--- src/rtl/cpu_branch_trace_buffer.sv ---
// rtl/cpu_branch_trace_buffer.sv - control-flow discontinuity tracer with record FIFO
module cpu_branch_trace_buffer #(
  parameter int PC_W   = 16,
  parameter int DATA_W = 16,
  parameter int DEPTH  = 16
) (
  input  logic                       clk_i,
  input  logic                       reset_n,
  input  logic                       en_i,
  input  logic                       clear_i,
  input  logic [PC_W-1:0]            pc_i,
  input  logic [DATA_W-1:0]          rd_val_i,
  output logic                       trace_v_o,
  input  logic                       trace_ready_i,
  output logic [PC_W-1:0]            trace_from_o,
  output logic [PC_W-1:0]            trace_to_o,
  output logic [DATA_W-1:0]          trace_rd_o,
  output logic [$clog2(DEPTH):0]     count_o,
  output logic                       overflow_o,
  output logic [15:0]                event_cnt_o
);

  localparam int PTR_W = $clog2(DEPTH);
  localparam int CNT_W = PTR_W + 1;
  localparam logic [CNT_W-1:0] FULL_CNT = CNT_W'(DEPTH);

  typedef enum logic {IDLE, TRACK} state_e;

  state_e              state_q;
  logic [PC_W-1:0]     pc_q;
  logic [PTR_W-1:0]    wr_ptr_q, rd_ptr_q;
  logic [CNT_W-1:0]    count_q, count_d;
  logic                overflow_q;
  logic [15:0]         event_cnt_q;

  logic [PC_W-1:0]     mem_from [DEPTH];
  logic [PC_W-1:0]     mem_to   [DEPTH];
  logic [DATA_W-1:0]   mem_rd   [DEPTH];

  logic [PC_W-1:0]     pc_seq;
  logic                event_w, full_w, pop_w, push_w, drop_w;

  // Sequential successor wraps modulo 2^PC_W, so top-of-range to zero is not an event.
  assign pc_seq  = pc_q + 1'b1;
  assign event_w = (state_q == TRACK) && en_i && (pc_i != pc_q) && (pc_i != pc_seq);
  assign full_w  = (count_q == FULL_CNT);
  assign pop_w   = (count_q != '0) && trace_ready_i;
  assign push_w  = event_w && (!full_w || pop_w);
  assign drop_w  = event_w && full_w && !pop_w;

  always_comb begin
    count_d = count_q;
    if (push_w && !pop_w) begin
      count_d = count_q + 1'b1;
    end else if (pop_w && !push_w) begin
      count_d = count_q - 1'b1;
    end
  end

  always_ff @(posedge clk_i or negedge reset_n) begin
    if (!reset_n) begin
      state_q     <= IDLE;
      pc_q        <= '0;
      wr_ptr_q    <= '0;
      rd_ptr_q    <= '0;
      count_q     <= '0;
      overflow_q  <= 1'b0;
      event_cnt_q <= '0;
    end else if (clear_i) begin
      state_q     <= IDLE;
      wr_ptr_q    <= '0;
      rd_ptr_q    <= '0;
      count_q     <= '0;
      overflow_q  <= 1'b0;
      event_cnt_q <= '0;
    end else begin
      case (state_q)
        IDLE: begin
          if (en_i) begin
            state_q <= TRACK;
            pc_q    <= pc_i;
          end
        end
        TRACK: begin
          if (!en_i) begin
            state_q <= IDLE;
          end else begin
            pc_q <= pc_i;
          end
        end
        default: state_q <= IDLE;
      endcase
      if (push_w) begin
        wr_ptr_q <= wr_ptr_q + 1'b1;
      end
      if (pop_w) begin
        rd_ptr_q <= rd_ptr_q + 1'b1;
      end
      count_q <= count_d;
      if (drop_w) begin
        overflow_q <= 1'b1;
      end
      if (event_w && (event_cnt_q != 16'hFFFF)) begin
        event_cnt_q <= event_cnt_q + 16'd1;
      end
    end
  end

  // Record storage is deliberately left unreset; validity comes from count_q.
  always_ff @(posedge clk_i) begin
    if (push_w && !clear_i) begin
      mem_from[wr_ptr_q] <= pc_q;
      mem_to[wr_ptr_q]   <= pc_i;
      mem_rd[wr_ptr_q]   <= rd_val_i;
    end
  end

  assign trace_v_o    = (count_q != '0);
  assign trace_from_o = trace_v_o ? mem_from[rd_ptr_q] : '0;
  assign trace_to_o   = trace_v_o ? mem_to[rd_ptr_q]   : '0;
  assign trace_rd_o   = trace_v_o ? mem_rd[rd_ptr_q]   : '0;
  assign count_o      = count_q;
  assign overflow_o   = overflow_q;
  assign event_cnt_o  = event_cnt_q;

endmodule

--- config.mk ---
export PLATFORM = sky130hd
export DESIGN_NAME = cpu_branch_trace_buffer
export DESIGN_NICKNAME = d
export VERILOG_FILES = /design/src/rtl/cpu_branch_trace_buffer.sv
export SDC_FILE = /design/constraint.sdc
export NUM_CORES = 1
export LEC_CHECK = 0
export CORE_ASPECT_RATIO = 0.6
export CORE_MARGIN = 2
export CORE_UTILIZATION = 60
export CTS_CLUSTER_SIZE = 12
export DETAILED_ROUTE_END_ITERATION = 10
export PLACE_DENSITY = 0.88
export SYNTH_ARGS = -nofsm -noshare
export SYNTH_HDL_FRONTEND = slang
export SYNTH_SLANG_ARGS = --single-unit
--- constraint.sdc ---
create_clock -name clk_i -period 8.8 [get_ports clk_i]
set_clock_uncertainty 0.15 [all_clocks]
set_input_delay 0.88 -clock clk_i [delete_from_list [all_inputs] [get_ports clk_i]]
set_output_delay 0.88 -clock clk_i [all_outputs]
set_load 0.05 [all_outputs]
After elaboration in Yosys (flattened, before gate mapping)
Memories as Yosys holds them, arrays and structs flattened.
Index checks and enable logic that the tools add are counted.
Operators by class
  add/sub/neg operators: 6
  equal/unequal tests: 4
  mux-type cells: 19
  bitwise gates (word level): 1
  reduce and logical (&&, ||, !) cells: 23
Operators with widths (number)
  16-bit two-way mux: 6
  16-bit by 1-bit adder with 16-bit output, second input constant: 2
  16-bit inequality test: 2
  4-bit two-way mux: 4
  16-bit inequality test, second input constant: 1
  5-bit two-way mux: 3
  1-bit logical AND: 11
  4-bit by 1-bit adder with 4-bit output, second input constant: 2
  2-bit nonzero test: 4
  1-bit two-way mux: 6
  5-bit by 1-bit adder with 5-bit output, second input constant: 1
  5-bit == test, second input constant: 1
  5-bit nonzero test: 1
  5-bit by 1-bit subtractor with 5-bit output, second input constant: 1
  1-bit zero test: 4
  3-bit nonzero test: 1
  2-bit AND reduction: 1
  1-bit logical OR: 1
  1-bit inverter: 1
Storage, ports and cells
  bits in registers: 47
  bits in writable memories: 768
  word-level logic and storage cells: 63
  memories kept: 3
Memory list
  mem_from: depth 16, bits a word 16, read ports 1, clocked after memory_dff 0, write ports 1, line 36  | logic [PC_W-1:0] mem_from [DEPTH];
  mem_rd: depth 16, bits a word 16, read ports 1, clocked after memory_dff 0, write ports 1, line 38  | logic [DATA_W-1:0] mem_rd [DEPTH];
  mem_to: depth 16, bits a word 16, read ports 1, clocked after memory_dff 0, write ports 1, line 37  | logic [PC_W-1:0] mem_to [DEPTH];

Logic depth before layout (Yosys ltp)
  depth in word-level cells: 9
  mapped depth: 14
  mapped depth without buffers: 13

Worst setup path after synthesis
No wires, ideal clock.
  kind: input -> register
  start: in pc_i[10]
  end: mem mem_from[0][0], enable pin
  setup time: 0.572 ns
  data arrival time: 6.782 ns
  slack: 1.296 ns
  stages on the path: 8
  buffers on the path: 1
  cell sequence: xnor2_1 > nor4_1 > or3b_1 > a21oi_2 > o31a_1 > buf_6 > nand2_1 > nor4_1
On the way
  word-level cells in the longest chain between the ends: 7
RTL lines
  start, declared: line 11  | input logic [PC_W-1:0] pc_i,
  16-bit inequality test: line 45  | assign event_w = (state_q == TRACK) && en_i && (pc_i != pc_q) && (pc_i != pc_seq);
  1-bit logical AND: line 45
  1-bit logical AND (*): line 45
  1-bit logical AND (*): line 48  | assign push_w = event_w && (!full_w || pop_w);
  1-bit logical AND (*): line 111  | if (push_w && !clear_i) begin
  1-bit two-way mux (*): line 111
  1-bit two-way mux (implied by the code) (*): line 112  | mem_from[wr_ptr_q] <= pc_q;
  end, declared: line 36
Mark *: on every way between the ends. The rest lies on a longest branch, timed or not.

Worst setup path after layout
  start: reg pc_q[0]
  end: mem mem_to[3][4], enable pin
On the way
  word-level cells in the longest chain between the ends: 7
RTL lines
  start, declared: line 30  | logic [PC_W-1:0] pc_q;
  start signal, assigned: line 81  | pc_q <= pc_i;
  start signal, assigned: line 88  | pc_q <= pc_i;
  16-bit by 1-bit adder with 16-bit output / 16-bit inequality test (equally long branches): line 44, 45
  16-bit inequality test / 1-bit logical AND (equally long branches): line 45
  1-bit logical AND (*): line 45
  1-bit logical AND (*): line 48
  1-bit logical AND (*): line 111
  1-bit two-way mux (*): line 111
  1-bit two-way mux (implied by the code) (*): line 113  | mem_to[wr_ptr_q] <= pc_i;
  end, declared: line 37
Marks and branches as above.

==> run_results.csv <==
group,metric,value,unit
run_status,status,"complete, no violations",
timing,clock.fmax,185,MHz
worst_setup_path,rrSetupSlack,3.40,ns
final_layout,multi_input_area,7790,um2
power_and_ir_drop,power,0.00987,W
die,rows,65,
detailed_routing,ant_nets,0,
timing,setup_viol,0,
detailed_routing,drc,0,
synth,synth_top_area_cell,"edfxtp_1",
die,die_area,55800,um2
final_layout,fillCellCount,3043,
synth,synth-seq-cells,815,
die,boundaryPins,108,
clocking,cts.path.max_buffers,3,
global_route,grt.overflow.total,0,
clocking,ctsResizeCount,0,
power_and_ir_drop,p_per_area,270,nW/um2
timing,worst_slew_pin_slew,1.15,ns
worst_setup_path,r2r_end,"mem_to[3][4]$_DFFE_PP_",
power_and_ir_drop,ir_drop,0.194,mV
timing,grt_setup_unrepaired,"false",
power_and_ir_drop,clockPowerShare,0.313,
clocking,cts_setup_buffers,0,
place,placed_area,34300,um2
clocking,root_buffer,"clkbuf_16",
power_and_ir_drop,combPwrFrac,0.235,
final_layout,nets,1659,
detailed_routing,viasPerCell,6.86,
power_and_ir_drop,p_sw,0.00287,W
global_route,grt_max_degree,132,
global_route,antenna_found_initial,0,
timing,period_needed,5.40,ns
synth,synthFlopType,"edfxtp_1",
synth,synth_nets,1513,
synth,synth-edff-count,768,
worst_setup_path,crit_path_start_kind,"register",
power_and_ir_drop,p_leak,11.2,nW
final_layout,drive_gt1_frac,0.254,
worst_setup_path,worstPathArrival,5.48,ns
timing,tns,0,ns
synth,yosysUniqueCellTypes,61,
clocking,cts_buffers,79,
place,io_buffers,107,
synth,postSynth.asyncResetShare,0.0577,
die,start_util,0.611,
detailed_routing,wl_per_cell,31.8,um
clocking,clkLatencyLatePin,0.63,ns
worst_hold_path,hold_class,"input pin to async pin",
flow_run,maxCapViolations,0,
worst_setup_path,worst-setup-path-type,"register to register",
detailed_routing,vias,16100,
detailed_routing,drt_iter0_drc,2467,
global_route,grt_first_pass_wirelength,110000,um
power_and_ir_drop,p_int,0.00700,W
synth,synth_area_leaders,"edfxtp_1 (71%), mux4_2 (17%), dfrtp_1 (3.6%)",
clocking,htreeDepth,3,
place,dpl_worst_slack,3.05,ns
synth,netlist_instances,1464,
worst_setup_path,required,8.88,ns
worst_setup_path,worstPathMaxFanout,48,
worst_setup_path,reg2reg_depth,9,
timing,hold_viol,0,
die,die_w,304,um
synth,yosys.area.top_type_share,0.714,
place,place.gp.congestion,0.857,
timing,fin_ws,3.40,ns
global_route,first_global_vias,16700,
final_layout,seqCellArea,24300,um2
worst_setup_path,crit_end,"mem_to[3][4]$_DFFE_PP_",
synth,syn_area,32300,um2
clocking,cts_tree,"built",
die,die_h,184,um
power_and_ir_drop,switching_share,0.291,
worst_setup_path,timing.rr.start,"pc_q[0]$_DFFE_PN0P_",
detailed_routing,wl,74900,um
final_layout,diodes,0,
global_route,track_usage,0.276,
worst_setup_path,cp-end-kind,"register",
die,coreArea,52900,um2
power_and_ir_drop,p_seq_frac,0.452,
timing,finalMaxSlewViolations,0,
synth,seq_area_frac_synth,0.750,
clocking,cts_sinks,815,
clocking,hold_buffers,0,
timing,slew_headroom,0.231,
synth,yosysWarnings,0,
timing,period_share,0.614,
place,dp_hpwl,39000,um
detailed_routing,drtPass1Iterations,6,
final_layout,syn_to_final_growth,13.3,%
worst_setup_path,crit_start,"pc_q[0]$_DFFE_PN0P_",
clocking,clk_pin_slew,0.06,ns
synth,syn_area_per_cell,22.1,um2
final_layout,final_cell_area,36600,um2
## kinds of logic after synthesis
family | count (synthesis) | share of synthesized area
xor+xnor | 23 | 0.00666
fa+ha+maj | 12 | 0.00488
buf+inv | 87 | 0.0110
simple gates | 196 | 0.0356
compound gates | 64 | 0.0140
flops | 815 | 0.750
mux | 267 | 0.177
## worst max-delay path: stages, from the launching register on
cell	delay (ns)
dfrtp_1	0.87
ha_1	0.42
nand3_1	0.20
o221ai_1	0.28
or3b_1	0.40
a21oi_2	0.19
o31a_1	0.55
nand2_1	0.67
nor4_2	0.46
buf_4	0.73
## worst min path at each step
stage | from | to | slack [ns] | cells past startpoint
after floorplan | wr_ptr_q[0]$_DFFE_PN0P_ | wr_ptr_q[0]$_DFFE_PN0P_ | 0.42 | 2
after global placement | overflow_o$_DFFE_PN0P_ | overflow_o$_DFFE_PN0P_ | 0.34 | 2
after detailed placement | overflow_o$_DFFE_PN0P_ | overflow_o$_DFFE_PN0P_ | 0.35 | 2
after CTS | reset_n | event_cnt_o[11]$_DFFE_PN0P_ | 0.23 | 2
after global routing | reset_n | pc_q[15]$_DFFE_PN0P_ | 0.28 | 2
final | reset_n | event_cnt_o[11]$_DFFE_PN0P_ | 0.24 | 2
## sequential cells by signal, summed over array words and instances, names as in the netlist
signal and cells:
count_o 5, event_cnt_o 16, mem_from 256, mem_rd 256, mem_to 256, overflow_o 1, pc_q 16, rd_ptr_q 4
state_q 1, wr_ptr_q 4
## layer usage
layer,up-vias,track usage,wire (um)
met5,-,0,0
met4,0,0.0773,2120
met2,1104,0.443,37200
met3,189,0.0527,7520
met1,8413,0.395,28100
li1,6436,-,-
## cell type report
cell class,instances,share of cell area
Clock inverter,10,0.00363
Timing Repair Buffer,143,0.0372
Clock buffer,112,0.0583
Tap cell,703,0.0240
Sequential cell,815,0.663
Multi-Input combinational cell,562,0.213
Inverter,9,0.000923
## cell usage in the layout (no fill, tap or decap), types with 20 or more instances in the layout
master	netlist	routed
and2_1	53	53
mux4_2	240	240
a21oi_1	22	22
dfrtp_1	47	43
mux2_2	20	20
clkdlybuf4s50_1	0	106
clkbuf_1	52	31
nand2_1	22	22
edfxtp_1	768	768
buf_4	1	34
clkbuf_16	0	80
## power groups by stage
stage | sequential [W] | clock [W] | combinational [W]
finish | 0.00446 | 0.00309 | 0.00231
global route | 0.00447 | 0.00328 | 0.00242
CTS | 0.00445 | 0.00314 | 0.00233
detailed placement | 0.00453 | 0 | 0.00230
global placement | 0.00452 | 0 | 0.00226
floorplan | 0.00448 | 0 | 0.00162
## cell usage after synthesis, drive strengths merged, types with 2 or more instances
library cell,number
mux2i,3
a21oi,23
edfxtp,768
nor2b,10
buf,24
ha,11
mux2,24
nand4,4
nand3b,3
or3b,2
or3,4
and2,53
or4,13
clkbuf,54
nor3,16
nand2,22
dfrtp,47
nor4,9
o211ai,2
and4,5
xnor2,15
and3,3
o31ai,14
inv,9
o221ai,2
o21ai,9
a41oi,3
nor3b,4
mux4,240
nor2,18
a31oi,2
nand2b,11
nand3,15
xor2,7
## per-stage QoR
stage	hold slack (ns)	cells	utilization
finish	0.241	2354	0.692
global route	0.283	2354	0.692
CTS	0.235	2354	0.692
detailed placement	0.353	2232	0.649
global placement	0.344	2232	0.649
floorplan	0.421	1464	-
Note: power is estimated with default switching activity, not from simulation.
